===== config.mk =====
export PLATFORM = sky130hd
export DESIGN_NAME = pit_table
export DESIGN_NICKNAME = d
export VERILOG_FILES = /design/src/rtl/pit_table.sv
export SDC_FILE = /design/constraint.sdc
export NUM_CORES = 1
export LEC_CHECK = 0
export CAP_MARGIN = 20
export CELL_PAD_IN_SITES_DETAIL_PLACEMENT = 0
export CELL_PAD_IN_SITES_GLOBAL_PLACEMENT = 1
export CORE_AREA = 5 5 307 309
export DETAILED_ROUTE_END_ITERATION = 8
export DIE_AREA = 0 0 312 314
export PLACE_DENSITY = 0.59
export SLEW_MARGIN = 20
export SYNTH_ARGS = -nofsm -noshare
export SYNTH_HDL_FRONTEND = slang
export SYNTH_SLANG_ARGS = --single-unit

===== constraint.sdc =====
create_clock -name clk -period 3.6 [get_ports clk]
set_input_delay 0.72 -clock clk [delete_from_list [all_inputs] [get_ports clk]]
set_output_delay 0.72 -clock clk [all_outputs]
set_load 0.005 [all_outputs]

===== src/rtl/pit_table.sv =====
// Pending-interest table: matches returning data packets against stored interest
// prefixes, buffers a hit's payload and replays it as a header plus byte stream.
module pit_table #(
  parameter int ENTRIES    = 4,
  parameter int DATA_BYTES = 32
) (
  input  logic        clk,
  input  logic        rst,
  input  logic        SPI_to_PIT_bit,
  input  logic [5:0]  SPI_to_PIT_length,
  input  logic [63:0] SPI_to_PIT_prefix,
  input  logic        data_start,
  input  logic [63:0] data_prefix,
  input  logic        data_byte_valid,
  input  logic [7:0]  data_byte,
  output logic [63:0] PIT_to_SPI_prefix,
  output logic        PIT_to_SPI_start,
  output logic [7:0]  PIT_to_SPI_data,
  output logic        PIT_to_SPI_data_valid,
  output logic        busy,
  output logic        pit_full_drop,
  output logic        data_drop
);

  localparam int IW = (ENTRIES > 1) ? $clog2(ENTRIES) : 1;
  localparam int CW = (DATA_BYTES > 1) ? $clog2(DATA_BYTES) : 1;
  localparam logic [CW-1:0] LAST_CNT = CW'(DATA_BYTES - 1);

  typedef enum logic [2:0] {
    IDLE      = 3'd0,
    CAPTURE   = 3'd1,
    DISCARD   = 3'd2,
    SEND_HDR  = 3'd3,
    SEND_DATA = 3'd4
  } state_t;

  logic [ENTRIES-1:0] valid_r;
  logic [5:0]         len_r [ENTRIES];
  logic [63:0]        pfx_r [ENTRIES];
  logic [7:0]         buf_r [DATA_BYTES];

  state_t        state_r, state_s;
  logic [CW-1:0] cnt_r, cnt_s;
  logic [63:0]   lat_pfx_r, out_pfx_r;
  logic          start_r, start_s;
  logic          dv_r, dv_s;
  logic [7:0]    data_r, data_s;
  logic          drop_r, drop_s;
  logic          busy_r;
  logic          full_drop_r;
  logic          clr_s;

  logic          ins_hit_s, free_s, dat_hit_s;
  logic [IW-1:0] ins_idx_s, free_idx_s, dat_idx_s;

  assign PIT_to_SPI_prefix     = out_pfx_r;
  assign PIT_to_SPI_start      = start_r;
  assign PIT_to_SPI_data       = data_r;
  assign PIT_to_SPI_data_valid = dv_r;
  assign busy                  = busy_r;
  assign pit_full_drop         = full_drop_r;
  assign data_drop             = drop_r;

  // Table lookups; descending scan so the lowest index wins
  always_comb begin
    ins_hit_s  = 1'b0;
    ins_idx_s  = {IW{1'b0}};
    free_s     = 1'b0;
    free_idx_s = {IW{1'b0}};
    dat_hit_s  = 1'b0;
    dat_idx_s  = {IW{1'b0}};
    for (int i = ENTRIES - 1; i >= 0; i--) begin
      ins_hit_s  = ins_hit_s | (valid_r[i] & (pfx_r[i] == SPI_to_PIT_prefix));
      ins_idx_s  = (valid_r[i] && (pfx_r[i] == SPI_to_PIT_prefix)) ? IW'(i) : ins_idx_s;
      free_s     = free_s | ~valid_r[i];
      free_idx_s = (!valid_r[i]) ? IW'(i) : free_idx_s;
      dat_hit_s  = dat_hit_s | (valid_r[i] & (pfx_r[i] == data_prefix));
      dat_idx_s  = (valid_r[i] && (pfx_r[i] == data_prefix)) ? IW'(i) : dat_idx_s;
    end
  end

  // Data FSM next state and next registered outputs
  always_comb begin
    state_s = state_r;
    cnt_s   = cnt_r;
    start_s = 1'b0;
    dv_s    = 1'b0;
    data_s  = 8'h00;
    drop_s  = 1'b0;
    clr_s   = 1'b0;
    case (state_r)
      IDLE: begin
        if (data_start) begin
          if (dat_hit_s) begin
            state_s = CAPTURE;
            clr_s   = 1'b1;
          end else begin
            state_s = DISCARD;
            drop_s  = 1'b1;
          end
        end else begin
          state_s = IDLE;
        end
      end
      CAPTURE, DISCARD: begin
        drop_s = data_start;
        if (data_byte_valid) begin
          if (cnt_r == LAST_CNT) begin
            cnt_s   = {CW{1'b0}};
            state_s = (state_r == CAPTURE) ? SEND_HDR : IDLE;
            start_s = (state_r == CAPTURE);
          end else begin
            cnt_s = cnt_r + CW'(1);
          end
        end else begin
          cnt_s = cnt_r;
        end
      end
      SEND_HDR: begin
        drop_s  = data_start;
        state_s = SEND_DATA;
        cnt_s   = {CW{1'b0}};
        dv_s    = 1'b1;
        data_s  = buf_r[0];
      end
      SEND_DATA: begin
        drop_s = data_start;
        if (cnt_r == LAST_CNT) begin
          state_s = IDLE;
          cnt_s   = {CW{1'b0}};
        end else begin
          dv_s   = 1'b1;
          data_s = buf_r[cnt_r + CW'(1)];
          cnt_s  = cnt_r + CW'(1);
        end
      end
      default: begin
        state_s = IDLE;
        cnt_s   = {CW{1'b0}};
      end
    endcase
  end

  // Interest table; the hit clear comes first so a same-cycle insert can reinstall it
  always_ff @(posedge clk or negedge rst) begin
    if (!rst) begin
      valid_r     <= {ENTRIES{1'b0}};
      full_drop_r <= 1'b0;
      for (int i = 0; i < ENTRIES; i++) begin
        len_r[i] <= 6'd0;
        pfx_r[i] <= 64'd0;
      end
    end else begin
      full_drop_r <= SPI_to_PIT_bit & ~ins_hit_s & ~free_s;
      if (clr_s) valid_r[dat_idx_s] <= 1'b0;
      if (SPI_to_PIT_bit) begin
        if (ins_hit_s) begin
          valid_r[ins_idx_s] <= 1'b1;
          if (len_r[ins_idx_s] != SPI_to_PIT_length) len_r[ins_idx_s] <= SPI_to_PIT_length;
        end else if (free_s) begin
          valid_r[free_idx_s] <= 1'b1;
          len_r[free_idx_s]   <= SPI_to_PIT_length;
          pfx_r[free_idx_s]   <= SPI_to_PIT_prefix;
        end
      end
    end
  end

  // FSM state and registered outputs
  always_ff @(posedge clk or negedge rst) begin
    if (!rst) begin
      state_r   <= IDLE;
      cnt_r     <= {CW{1'b0}};
      lat_pfx_r <= 64'd0;
      out_pfx_r <= 64'd0;
      start_r   <= 1'b0;
      dv_r      <= 1'b0;
      data_r    <= 8'h00;
      drop_r    <= 1'b0;
      busy_r    <= 1'b0;
    end else begin
      state_r <= state_s;
      cnt_r   <= cnt_s;
      start_r <= start_s;
      dv_r    <= dv_s;
      data_r  <= data_s;
      drop_r  <= drop_s;
      busy_r  <= (state_s != IDLE);
      if (clr_s) lat_pfx_r <= data_prefix;
      if (start_s) out_pfx_r <= lat_pfx_r;
    end
  end

  // Payload buffer
  always_ff @(posedge clk) begin
    if ((state_r == CAPTURE) && data_byte_valid) buf_r[cnt_r] <= data_byte;
  end

endmodule


=== Yosys cells after proc, flatten, opt, wreduce, memory -nomap -nowiden ===
Memory sizes are Yosys's and may differ from the RTL's.
Index checks and enable logic that the tools add are counted.

* Flip-flop bits (word level): 409
* Bits in writable memories: 256
* Output and inout bits: 77
* Word-level logic and storage cells: 139
* Memories kept: 1

{| class="wikitable"
|+ Memories
! name !! words !! width !! rd ports !! clocked after memory_dff !! wr ports !! RTL line !! RTL
|-
| buf_r || 32 || 8 || 2 || 0 || 1 || 40 || <nowiki>logic [7:0] buf_r [DATA_BYTES];</nowiki>
|}

* Add/subtract/negate cells: 1
* $lt $le $gt $ge: 8
* Equal/unequal tests: 14
* Multiplexer cells: 50
* Bitwise gates (word level): 31
* Reductions and logical operators: 19

{| class="wikitable"
|+ Operators with widths
! kind !! count
|-
| 64-bit equality test || 8
|-
| 256-bit bitwise mux || 1
|-
| 64-bit demux with 2-bit select || 1
|-
| 64-bit two-way mux || 1
|-
| 2-bit two-way mux || 14
|-
| 4-bit two-way mux || 4
|-
| 8-bit one-hot mux with 2 select lines || 1
|-
| 5-bit one-hot mux with 3 select lines || 1
|-
| 1-bit two-way mux || 14
|-
| 1-bit logical AND || 13
|-
| 3-bit two-way mux || 4
|-
| 3-bit one-hot mux with 4 select lines || 1
|-
| 1-bit AND || 10
|-
| 5-bit two-way mux || 2
|-
| 2-bit by 3-bit less-than comparator with 1-bit output, second input constant || 3
|-
| 1-bit OR || 9
|-
| 8-bit two-way mux || 1
|-
| 4-bit OR || 2
|-
| 1-bit NOT || 7
|-
| 1-bit demux with 2-bit select || 3
|-
| 3-bit by 2-bit equality test with 1-bit output, second input constant || 2
|-
| 2-bit by 1-bit >= comparator with 1-bit output, second input constant || 3
|-
| 5-bit by 1-bit adder with 5-bit output, second input constant || 1
|-
| 5-bit equality test, second input constant || 1
|-
| other kinds (15) || 16
|}

=== Longest topological paths before layout ===
Gate-level depths: netlist of the first run.

* Depth in word-level cells: 17
* Gate-level depth with buffers: 11
* Mapped depth without buffers: 8

=== Worst setup path after synthesis of the first run ===
Ideal clock, no wire load.

* Path kind: register to register
* Start: register cnt_r[0]
* End: register data_r[0], in the netlist PIT_to_SPI_data[0]
* Arrival time: 3317 ps
* Data required time: 3467 ps
* Slack: 150 ps
* Cell stages (with the launch flop): 12
* Buffers on the path: 5
* Clock period less this slack: 3450 ps
* Cell sequence: dfrtp_1 > clkbuf_1 > buf_2 > buf_1 > inv_1 > ha_1 > clkbuf_1 > clkbuf_1 > mux4_2 > mux4_2 > mux2i_1 > o21ai_0

* Longest elaborated chain between the ends: 4
* Elaborated cells on any way between the ends: 5

{| class="wikitable"
|+ RTL lines
! element !! RTL line !! RTL
|-
| start: declaration || 43 || <nowiki>logic [CW-1:0] cnt_r, cnt_s;</nowiki>
|-
| start signal: assignment || 173 || <nowiki>cnt_r <= {CW{1'b0}};</nowiki>
|-
| start signal: assignment || 183 || <nowiki>cnt_r <= cnt_s;</nowiki>
|-
| 5-bit by 1-bit adder with 5-bit output || 133 || <nowiki>data_s = buf_r[cnt_r + CW'(1)];</nowiki>
|-
| memory read 32 x 8 bit || - ||
|-
| 8-bit two-way mux (*) || 128 || <nowiki>if (cnt_r == LAST_CNT) begin</nowiki>
|-
| 8-bit one-hot mux with 2 select lines (*) || 91 || <nowiki>case (state_r)</nowiki>
|-
| net data_s[0] || 47 || <nowiki>logic [7:0] data_r, data_s;</nowiki>
|-
| end signal: assignment || 186 || <nowiki>data_r <= data_s;</nowiki>
|-
| end: declaration || 47 ||
|}

The timed path passes the listed nets; every way through them passes the cells marked *.
A chain may end at the register's enable or synchronous reset.

=== Worst setup path in the final report of the first run ===
* Start: input port SPI_to_PIT_prefix[44]
* End: register pfx_r[83] in the netlist's numbering

* Longest elaborated chain between the ends: 7
* Elaborated cells on any way between the ends: 13

{| class="wikitable"
|+ RTL lines
! element !! RTL line !! RTL
|-
| start: declaration || 11 || <nowiki>input logic [63:0] SPI_to_PIT_prefix,</nowiki>
|-
| 64-bit equality test || 73 || <nowiki>ins_hit_s = ins_hit_s | (valid_r[i] & (pfx_r[i] == SPI_to_PIT_prefix));</nowiki>
|-
| 1-bit AND || 73 ||
|-
| 1-bit OR (2 in a row) || 73 ||
|-
| 1-bit OR (*) || 73 ||
|-
| 1-bit NOT (no source line) (*) || - ||
|-
| 3-bit AND reduction (no source line) (*) || - ||
|-
| end signal: indexed assignment || 163 || <nowiki>pfx_r[free_idx_s] <= SPI_to_PIT_prefix;</nowiki>
|-
| end: declaration || 39 || <nowiki>logic [63:0] pfx_r [ENTRIES];</nowiki>
|}

Every way passes the cells marked *; elsewhere a longest branch is shown, timed or not.

==> results_dict.tcl, run 1 <==
set metrics [dict create \
    status "finished, violations left" \
    violations "negative setup slack" \
    n_fill_cell 8167 \
    fin_util 0.466 \
    synth.top_cells.by_area "dfrtp_1 32%, edfxtp_1 24%, mux2_2 10%" \
    ys_async_sr_fraction 0.615 \
    grt_pass1_wl_um 180000 \
    synthTopCellsByCount "409 x dfrtp_1, 286 x mux2_2, 256 x edfxtp_1" \
    n_antenna_cell 0 \
    yosysTopAreaCellShare 0.323 \
    cts.clk_slew.worst_paths_ns 0.06 \
    yosys_warnings 0 \
    synth.net_count 2416 \
    synth_fa_ha_area_frac 0.00229 \
    cp-start-kind "input pin" \
    drt_pass1_iterations 6 \
    tightest_slew_ns 0.900 \
    die_h_um 314 \
    postPlaceCellArea_mm2 0.0392 \
    synth_edf_count 256 \
    wirelength_um 132000 \
    synth_area_leader_cell "dfrtp_1" \
    hold_violations 0 \
    drt_iter0_markers 2029 \
    track_usage 0.261 \
    clk_path_buf_depth 3 \
    gr-usage-met2 0.407 \
    yosysSeqAreaShare 0.566 \
    synth_top_flop_cell "dfrtp_1" \
    io_pins 224 \
    endpoint_kind "flip-flop" \
    nets 3076 \
    synth_compound_area_frac 0.0265 \
    relSlewSlack 0.394 \
    syn2layout_area_growth_pct 34.1 \
    fmax_ghz 0.277 \
    grt_overflow 0 \
    ctsHoldBuffers 0 \
    busiest_layer "met2" \
    grt_pass1_vias 22700 \
    synth_top_family_by_area "multiplexers" \
    synth_xor_area_frac 0.118 \
    fp-row-count 111 \
    numCtsBuffers 78 \
    skew_ns 0.0323 \
    synth_area_mm2 0.0316 \
    synth-simple-area-share 0.0559 \
    grt_max_degree 70 \
    cts_num_sinks 665 \
    muxShareOfSynthArea 0.195 \
    via_per_inst 5.29 \
    antenna_found_initial 9 \
    wl_per_cell_um 31.5 \
    start_util 0.347 \
    grtUsageMet3 0.0472 \
    placeableCoreArea_mm2 0.0911 \
    hp-class "in -> async" \
    drv_slew 0 \
    cap_violations 0 \
    cts_root_buffer "clkbuf_16" \
    cp_data_arrival_time_ns 4.17 \
    syn_inst 2264 \
    fin_ws_ns -0.00997 \
    die_area_mm2 0.0980 \
    htreeDepth 3 \
    pwr_density_cell_mw_per_mm2 691 \
    setup_viol 4 \
    worstPathRequired_ns 4.16 \
    synth_seq_cells 665 \
    timing_worst_setup_path_type "in -> reg" \
    min_period_ns 3.61 \
    cts_tree "yes" \
    vias 22100 \
    dp_hpwl_um 103000 \
    design_area_mm2 0.0424 \
    yosysUniqueCellTypes 60 \
    cellLeakagePower_nw 17.8 \
    port-buffer-count 217 \
    crit_path_max_fanout 11 \
    tns_ns -0.0131 \
    max-vdd-ir-drop_mv 0.414 \
    gp_congestion 0.997 \
    chipWidth_um 312 \
    met1_usage 0.376 \
    synth.avg_cell_area_um2 14.0 \
    synth_most_common_cell "dfrtp_1" \
    clk_latency_ns 0.65 \
    layout-drive-gt1-share 0.358 \
    drcViolationCount 0 \
    ant_nets 0 \
    min_period_over_period 1.00 \
]
per-layer routing:
metal,wire length [µm],up-vias
li1,-,9508
met2,59100,789
met3,8660,158
met1,59500,11600
met5,7,-
met4,4250,2
stage by stage:
stage	hold WS (ns)	worst slack (ns)	power, mW	std cells
2_1_floorplan	0.424	0.150	15.2	2264
3_3_place_gp	0.465	-0.866	20.7	4015
3_5_place_dp	0.473	-0.853	20.8	4015
4_1_cts	0.0840	0.00335	29.3	4157
5_1_grt	0.103	-0.00373	30.3	4169
6_report	0.0898	-0.00997	29.3	4169
worst max-delay path: stages:
cell and delay (ns):
clkdlybuf4s50_1 0.41, buf_4 0.20, buf_4 0.16, buf_4 0.14
a22o_1 0.21, nor4_1 0.36, nand3_1 0.23, or4b_4 0.58
and4b_2 0.32, nand2_8 0.19, buf_12 0.20, buf_4 0.19
mux2i_1 0.23
area by class of cell:
class | count | area, µm² | area share
tap | 1186 | 1480 | 0.0350
multi-input combinational | 1330 | 12800 | 0.302
timing repair buffer | 762 | 7210 | 0.170
clock inverter | 34 | 517 | 0.0122
sequential | 665 | 17900 | 0.422
clock buffer | 105 | 2160 | 0.0510
inverter | 87 | 330 | 0.00778
layout by cell type, fill, tap and decap left out, types with 5 or more instances in the layout:
master             n
mux2_2           286
buf_4            472
a221oi_1           5
o22ai_1           33
dfrtp_1          408
nor3_1            11
a21oi_1            6
nand2_1           31
edfxtp_1         256
buf_6              6
clkbuf_16         85
o21ai_0           22
mux2i_1           37
nor4_1            61
a22o_1            13
clkdlybuf4s50_1  205
bufinv_16          9
o221ai_1           8
nor2_1            44
nand2b_1          16
nand3_1           16
xor2_1           196
clkbuf_1          17
xnor2_1          224
clkinv_1           5
clkinv_2           9
clkbuf_8           9
mux2_1            70
nand4_1           67
nor2b_1           15
dlymetal6s2s_1    11
nand3b_1           7
buf_12            59
nor4_2            10
inv_1             86
mux4_2            80
state kept, by name, indices dropped and copies added (netlist names):
signal                 cells
buf_r                    256
pfx_r                    256
PIT_to_SPI_prefix         64
lat_pfx_r                 64
PIT_to_SPI_data            8
cnt_r                      5
valid_r                    4
state_r                    3
PIT_to_SPI_data_valid      1
PIT_to_SPI_start           1
busy                       1
data_drop                  1
pit_full_drop              1
repair_timing:
| item | in CTS | in global routing |
|---|---|---|
| cloned | 1 | 7 |
| setup endpoints to repair | 238 | 295 |
| pin swaps | 3 | 13 |
| setup buffers | 2 | 5 |
| resized for setup | 10 | 42 |
cells by family (layout without fill, tap and decap cells):
kind of cell | count (synthesis) | count (layout)
DFF | 665 | 665
buffers and inverters | 269 | 988
AOI/OAI and AO/OA | 117 | 117
xor gates and xnor gates | 425 | 425
adders and majority gates | 6 | 6
muxes | 473 | 473
and+or+nand+nor | 309 | 309
worst paths after layout:
check / from / to / slack [ns] / cells past startpoint
setup / recovery: SPI_to_PIT_prefix[44] / pfx_r[83] / -0.01 / 13
hold / removal: rst / PIT_to_SPI_prefix[20] / 0.09 / 1
hold reg to reg: lat_pfx_r[60] / lat_pfx_r[60] / 0.48 / 1
min in group clk: lat_pfx_r[60] / lat_pfx_r[60] / 0.48 / 1
setup reg to reg: pfx_r[2] / pfx_r[83] / 0.13 / 11
max in group asynchronous: rst / cnt_r[0] / 2.53 / 2
report_power, final:
group          switching, mW  internal [mW]
clock                   3.38           4.91
sequential              1.59           9.10
combinational           5.43           4.94
total                   10.4           18.9
(Power assumes the default switching activity.)
==> run 2, diff against run 1 <==
--- a/config.mk
+++ b/config.mk
@@ -11,7 +11,7 @@
 export CORE_AREA = 5 5 307 309
 export DETAILED_ROUTE_END_ITERATION = 8
 export DIE_AREA = 0 0 312 314
-export PLACE_DENSITY = 0.59
+export PLACE_DENSITY_LB_ADDON = 0.2
 export SLEW_MARGIN = 20
 export SYNTH_ARGS = -nofsm -noshare
 export SYNTH_HDL_FRONTEND = slang
==> results_dict.tcl, run 2 (same netlist as run 1, synthesis figures left out) <==
set metrics [dict create \
    max-vdd-ir-drop_mv 0.405 \
    pwr_density_cell_mw_per_mm2 699 \
    drcViolationCount 0 \
    nets 3059 \
    rsz0062_at_grt "yes" \
    die_h_um 314 \
    post-place-cells 4012 \
    fin_util 0.460 \
    drt_iter0_markers 1808 \
    grt_max_degree 70 \
    wl_per_cell_um 31.3 \
    hold_violations 0 \
    tns_ns -0.818 \
    ctsHoldBuffers 0 \
    htreeDepth 3 \
    die_area_mm2 0.0980 \
    r2r_setup_slack_ns 0.16 \
    wirelength_um 130000 \
    clk_latency_ns 0.66 \
    numCtsBuffers 79 \
    total_power_mw 29.3 \
    final_cell_mix "481 x buf_4, 408 x dfrtp_1, 286 x mux2_2" \
    finalNonFillerCells 4164 \
    ant_nets 0 \
    cts_num_sinks 665 \
    cpPeakStageDelay_ns 0.97 \
    cpMaxStageDelayCell "nor4_1" \
    port-buffer-count 217 \
    cp_data_arrival_time_ns 4.18 \
    drv_slew 0 \
    cts_root_buffer "clkbuf_16" \
    start_util 0.347 \
    gp_congestion 1.02 \
    setup_viol 63 \
    multiInputGateArea_mm2 0.0128 \
    endpoint_kind "flip-flop" \
    postPlaceCellArea_mm2 0.0390 \
    grt_pass1_wl_um 180000 \
    min_period_over_period 1.01 \
    syn2layout_area_growth_pct 32.4 \
    antenna_found_initial 4 \
    violations "negative setup slack" \
    dp_hpwl_um 103000 \
    via_per_inst 5.26 \
    fin_ws_ns -0.0505 \
    drt_pass1_iterations 5 \
    tightest_slew_ns 1.14 \
    cts_tree "yes" \
    crit_path_max_fanout 31 \
    min_period_ns 3.65 \
    track_usage 0.262 \
    hp-class "in -> async" \
    vias 21900 \
    clk_path_buf_depth 3 \
    design_area_mm2 0.0419 \
    worstPathRequired_ns 4.13 \
    status "finished, violations left" \
    layout-drive-gt1-share 0.355 \
    skew_ns 0.0187 \
    chipWidth_um 312 \
    reg.largest.list "buf_r x256, pfx_r x256" \
    fp-row-count 111 \
    timing_worst_setup_path_type "in -> reg" \
    fmax_ghz 0.274 \
    path_buf_inv 3 \
    n_fill_cell 8297 \
    cellLeakagePower_nw 17.4 \
    place_ws_ns -0.952 \
    holdWs_ns 0.0532 \
    crit_chain "clkdlybuf4s50_1 -> buf_4 -> xor2_1 -> nor4_1 -> nand3_1 -> nor3_1 -> or4_2 -> and2b_4 -> buf_12 -> mux2_2" \
    grt_overflow 0 \
    cp-start-kind "input pin" \
    relSlewSlack 0.236 \
    crit_family "simple AND/OR/NAND/NOR gates" \
    grt_pass1_vias 22900 \
    final-seq-area_mm2 0.0179 \
    cts.clk_slew.worst_paths_ns 0.05 \
    final_common_cell "buf_4" \
    placeableCoreArea_mm2 0.0911 \
    cap_violations 0 \
    io_pins 224 \
]
[run 2: cell types whose count changed in the layout (fill, tap and decap cells not counted), moves of 3 or more]
cell / change
buf_12: -16
clkinv_2: +10
buf_4: +9
dlymetal6s2s_1: -9
clkdlybuf4s50_1: +7
diode_2: +6
buf_6: -5
bufinv_16: -3
clkbuf_16: -3
clkbuf_8: +3
clkinv_1: -3
clkinv_16: -3
[run 2: worst reg2reg max path: stages (launching register included)]
cell and delay, ns:
dfrtp_1 0.49, xor2_1 0.19, nor4_1 0.96, nand3_1 0.27, nor3_1 0.34, or4_2 0.22
and2b_4 0.18, buf_12 0.22, mux2_2 0.44
[run 2: power breakdown]
group | switching, mW | internal, mW
logic | 5.50 | 4.85
clock network | 3.37 | 4.88
registers | 1.59 | 9.10
total | 10.5 | 18.8
[run 2: area by class of cell]
class                   instances  share of cell area
well taps                    1186              0.0354
flip-flops and latches        665               0.428
inverters                      87             0.00780
diodes                          6            0.000358
clock buffers                 110              0.0544
clock inverters                36             0.00938
multi-input cells            1330               0.304
repair buffers                744               0.160
[run 2: what timing repair did]
item	CTS	global route
setup endpoints to repair	187	284
setup buffers	0	0
gates resized for setup	8	22
endpoints found under the hold margin	0	0
pin swaps	0	4
[run 2: final timing paths]
path | start | endpoint | cells after the start
worst min register to register | lat_pfx_r[21] | lat_pfx_r[21] | 1
worst min-delay path | rst | PIT_to_SPI_prefix[14] | 1
worst max-delay path | data_prefix[49] | lat_pfx_r[2] | 10
min in group clk | lat_pfx_r[21] | lat_pfx_r[21] | 1
worst max register to register | pfx_r[237] | lat_pfx_r[2] | 8
max in group asynchronous | rst | pfx_r[174] | 2
[run 2: metal layers]
layer	track usage	vias to the layer above	wire (µm)	part of all wire
met2	0.399	722	57800	0.44
met1	0.381	11600	60200	0.46
met4	0.0777	0	3970	0.030
met5	0	-	0	0
met3	0.0521	148	8560	0.066
li1	-	9476	-	-
==> patch, RTL diff (settings of run 1) <==
Make the reset (`rst`) synchronous in 2 clocked blocks.
--- a/src/rtl/pit_table.sv
+++ b/src/rtl/pit_table.sv
@@ -144,3 +144,3 @@
   // Interest table; the hit clear comes first so a same-cycle insert can reinstall it
-  always_ff @(posedge clk or negedge rst) begin
+  always_ff @(posedge clk) begin
     if (!rst) begin
@@ -169,3 +169,3 @@
   // FSM state and registered outputs
-  always_ff @(posedge clk or negedge rst) begin
+  always_ff @(posedge clk) begin
     if (!rst) begin
Function: changed (a bounded check fails within 4 cycles, from zero or initial values and one cycle with rst low; the reset may be asserted at any time).
==> patch against run 1 <==
- sequential cell count is the same
- wire length is 15% higher
- design area fell by 1.0%
- via count up 13%
- area after synthesis is 0.38% higher
- setup slack gained 0.021 ns
- global-route usage grew 4.0 points
Power is not compared: it rests on default switching activity, and its combinational part moved more than twofold at a synthesized area within 25%.
==> patch: results (changes against run 1) <==
metric,value,unit,change
Tightest Hold Check Type,flop to flop,,was input port to async pin
H-Tree Depth,3,,unchanged
vias in the first global route,24241,,was 22701
buffers added on ports,217,,unchanged
worst-case vdd ir drop,0.000295,V,
clk_lat worst skew,0.67,ns,was 0.65 ns
critical path peak fanout,31,,was 11
top_reg_cell synth,edfxtp_1,,was dfrtp_1
Critical Path AT,3.89,ns,was 4.17 ns
clk root buf,clkbuf_16,,unchanged
Leak,15.0,nW,
worst slew pin tran,0.951,ns,was 0.900 ns
Tcrit/Tclk final,99.7,%,was 100%
first-pass GRT wire length,204000,um,was 180000 um
worst hold margin,0.426,ns,was 0.0898 ns
Synth Warn #,0,,unchanged
Initial DRC Count,3265,,was 2029
Final setup viols,0,,was 4
number of synthesized flops with an enable pin,512,,was 256
Synth cell types,64,,was 60
"Clk pin slew, worst setup/hold paths",0.06,ns,about the same
pre-CTS setup slack,-0.743,ns,was -0.853 ns
internal reg-to-reg setup slack,0.16,ns,was 0.13 ns
Clock Tree Buf Depth,3,,unchanged
multiplexer share of the synthesized area,7.94,%,was 19.5%
status,completed,,"was finished, violations left"
Via density,5.59,,was 5.29
layout cells sized above 1,23.5,%,was 35.8%
largest net degree at the start of global routing,92,,was 70
routability cong.,1.02,,was 0.997
synth top area cells,"edfxtp_1, dfxtp_1, mux4_2",,"was dfrtp_1, edfxtp_1, mux2_2"
xor-xnor portion of the synthesized cell area,11.1,%,was 11.8%
Post-Synthesis Cell Area,31800,sq um,was 31600 sq um
"Net count, final",3356,,was 3076
Worst Skew,0.0494,ns,was 0.0323 ns
placed wire-length estimate,120000,um,was 103000 um
post-synthesis compound-gate area fraction,4.30,%,was 2.65%
overall global routing resource usage,30.1,%,was 26.1%
syn nets,2745,,was 2416
drt total wl,152000,um,was 132000 um
switching share of power,27.5,%,
GRT overflow,0,,unchanged
sequential element share of the synthesized area,58.0,%,was 56.6%
Post-synth ARST share,0,%,was 61.5%
largest registers,"buf_r: 256 flops, pfx_r: 256 flops",,unchanged
TritonCTS Buffers,76,,was 78
Commonest cells post-synth,"edfxtp_1, nand2_1, xor2_1, xnor2_1, nor4_1",,"was dfrtp_1, mux2_2, edfxtp_1, xnor2_1, xor2_1"
Synth Area in Adders,0.228,%,was 0.229%
drt pass-1 iters,5,,was 6
filler instances,8328,,was 8167
placed inst area,39400,sq um,was 39200 sq um
initial antenna violation count,11,,was 9
patch: cell count changes in the layout (fill, tap and decap cells not counted), sizes merged, moves of 10 or more:
cell / change
dfrtp: -409
and2: +138
clkdlybuf4s50: +10
xnor2: -26
mux2: -356
edfxtp: +256
mux2i: +35
dlymetal6s2s: -10
nand2: +254
nor2: +27
nor4: +119
dfxtp: +153
a21oi: +78
patch: final timing paths:
check / from / end / depth (start not counted)
worst max-delay path: SPI_to_PIT_prefix[9] / pfx_r[3][42] / 11
worst max register to register: pfx_r[1][45] / pfx_r[3][42] / 15
worst min register to register: lat_pfx_r[17] / PIT_to_SPI_prefix[17] / 2
worst min-delay path: lat_pfx_r[17] / PIT_to_SPI_prefix[17] / 2
patch: metal layers:
| layer | wire (um) | vias up | track usage (%) |
|---|---|---|---|
| li1 | - | 10601 | - |
| met1 | 66300 | 12608 | 44.2 |
| met2 | 63700 | 1408 | 43.6 |
| met3 | 15100 | 239 | 6.78 |
| met4 | 6550 | 6 | 10.9 |
| met5 | 36 | - | 0 |
patch: cell type report:
class / count / area (sq um) / share of cell area (%)
well taps: 1186 / 1480 / 3.53
clock inverters: 31 / 357 / 0.849
clock buffers: 107 / 2130 / 5.07
diodes: 1 / 2.50 / 0.00596
flip-flops and latches: 665 / 18400 / 43.9
inverters: 89 / 335 / 0.798
multi-input cells: 1623 / 12200 / 29.0
repair buffers: 749 / 7070 / 16.8
patch: kinds of logic (layout without fill, tap and decap cells):
kind of cell / count (synthesis) / in the layout
AO/OA/AOI/OAI: 207 / 207
XOR/XNOR: 402 / 402
adder cells (fa/ha/maj): 6 / 6
buffers and inverters: 305 / 976
flip-flops: 665 / 665
multiplexers: 152 / 152
other: 0 / 1
AND/OR/NAND/NOR: 856 / 856
patch: through the flow:
step	power (mW)	cells	setup TNS, ns	utilization (%)
floorplan	9.85	2593	-31.61	-
global placement	11.6	4310	-428.58	43.2
detailed placement	11.6	4310	-375.39	43.2
CTS	19.4	4450	0	46.0
global route	19.9	4450	-0.00118	46.1
finish	19.4	4451	0	46.1
patch: power groups by stage:
stage	sequential [mW]	clock, mW	combinational (mW)
CTS	8.77	7.94	2.71
finish	8.79	7.79	2.78
floorplan	8.78	0	1.07
detailed placement	8.93	0	2.69
global route	8.78	8.25	2.84
global placement	8.93	0	2.70
patch: what timing repair did:
item                                    4_1_cts  5_1_grt
endpoints found under the setup margin      315      510
gates resized for setup                       2       16
pin swaps                                     1        0
setup buffers                                 2        0
patch: critical path: stages:
cell	delay, ns
clkdlybuf4s50_1	0.66
buf_4	0.20
buf_4	0.23
a221o_1	0.30
nor4_1	0.07
nand4_1	0.08
nand4b_1	0.26
nand2_4	0.13
or3b_4	0.51
o31ai_4	0.39
buf_12	0.26
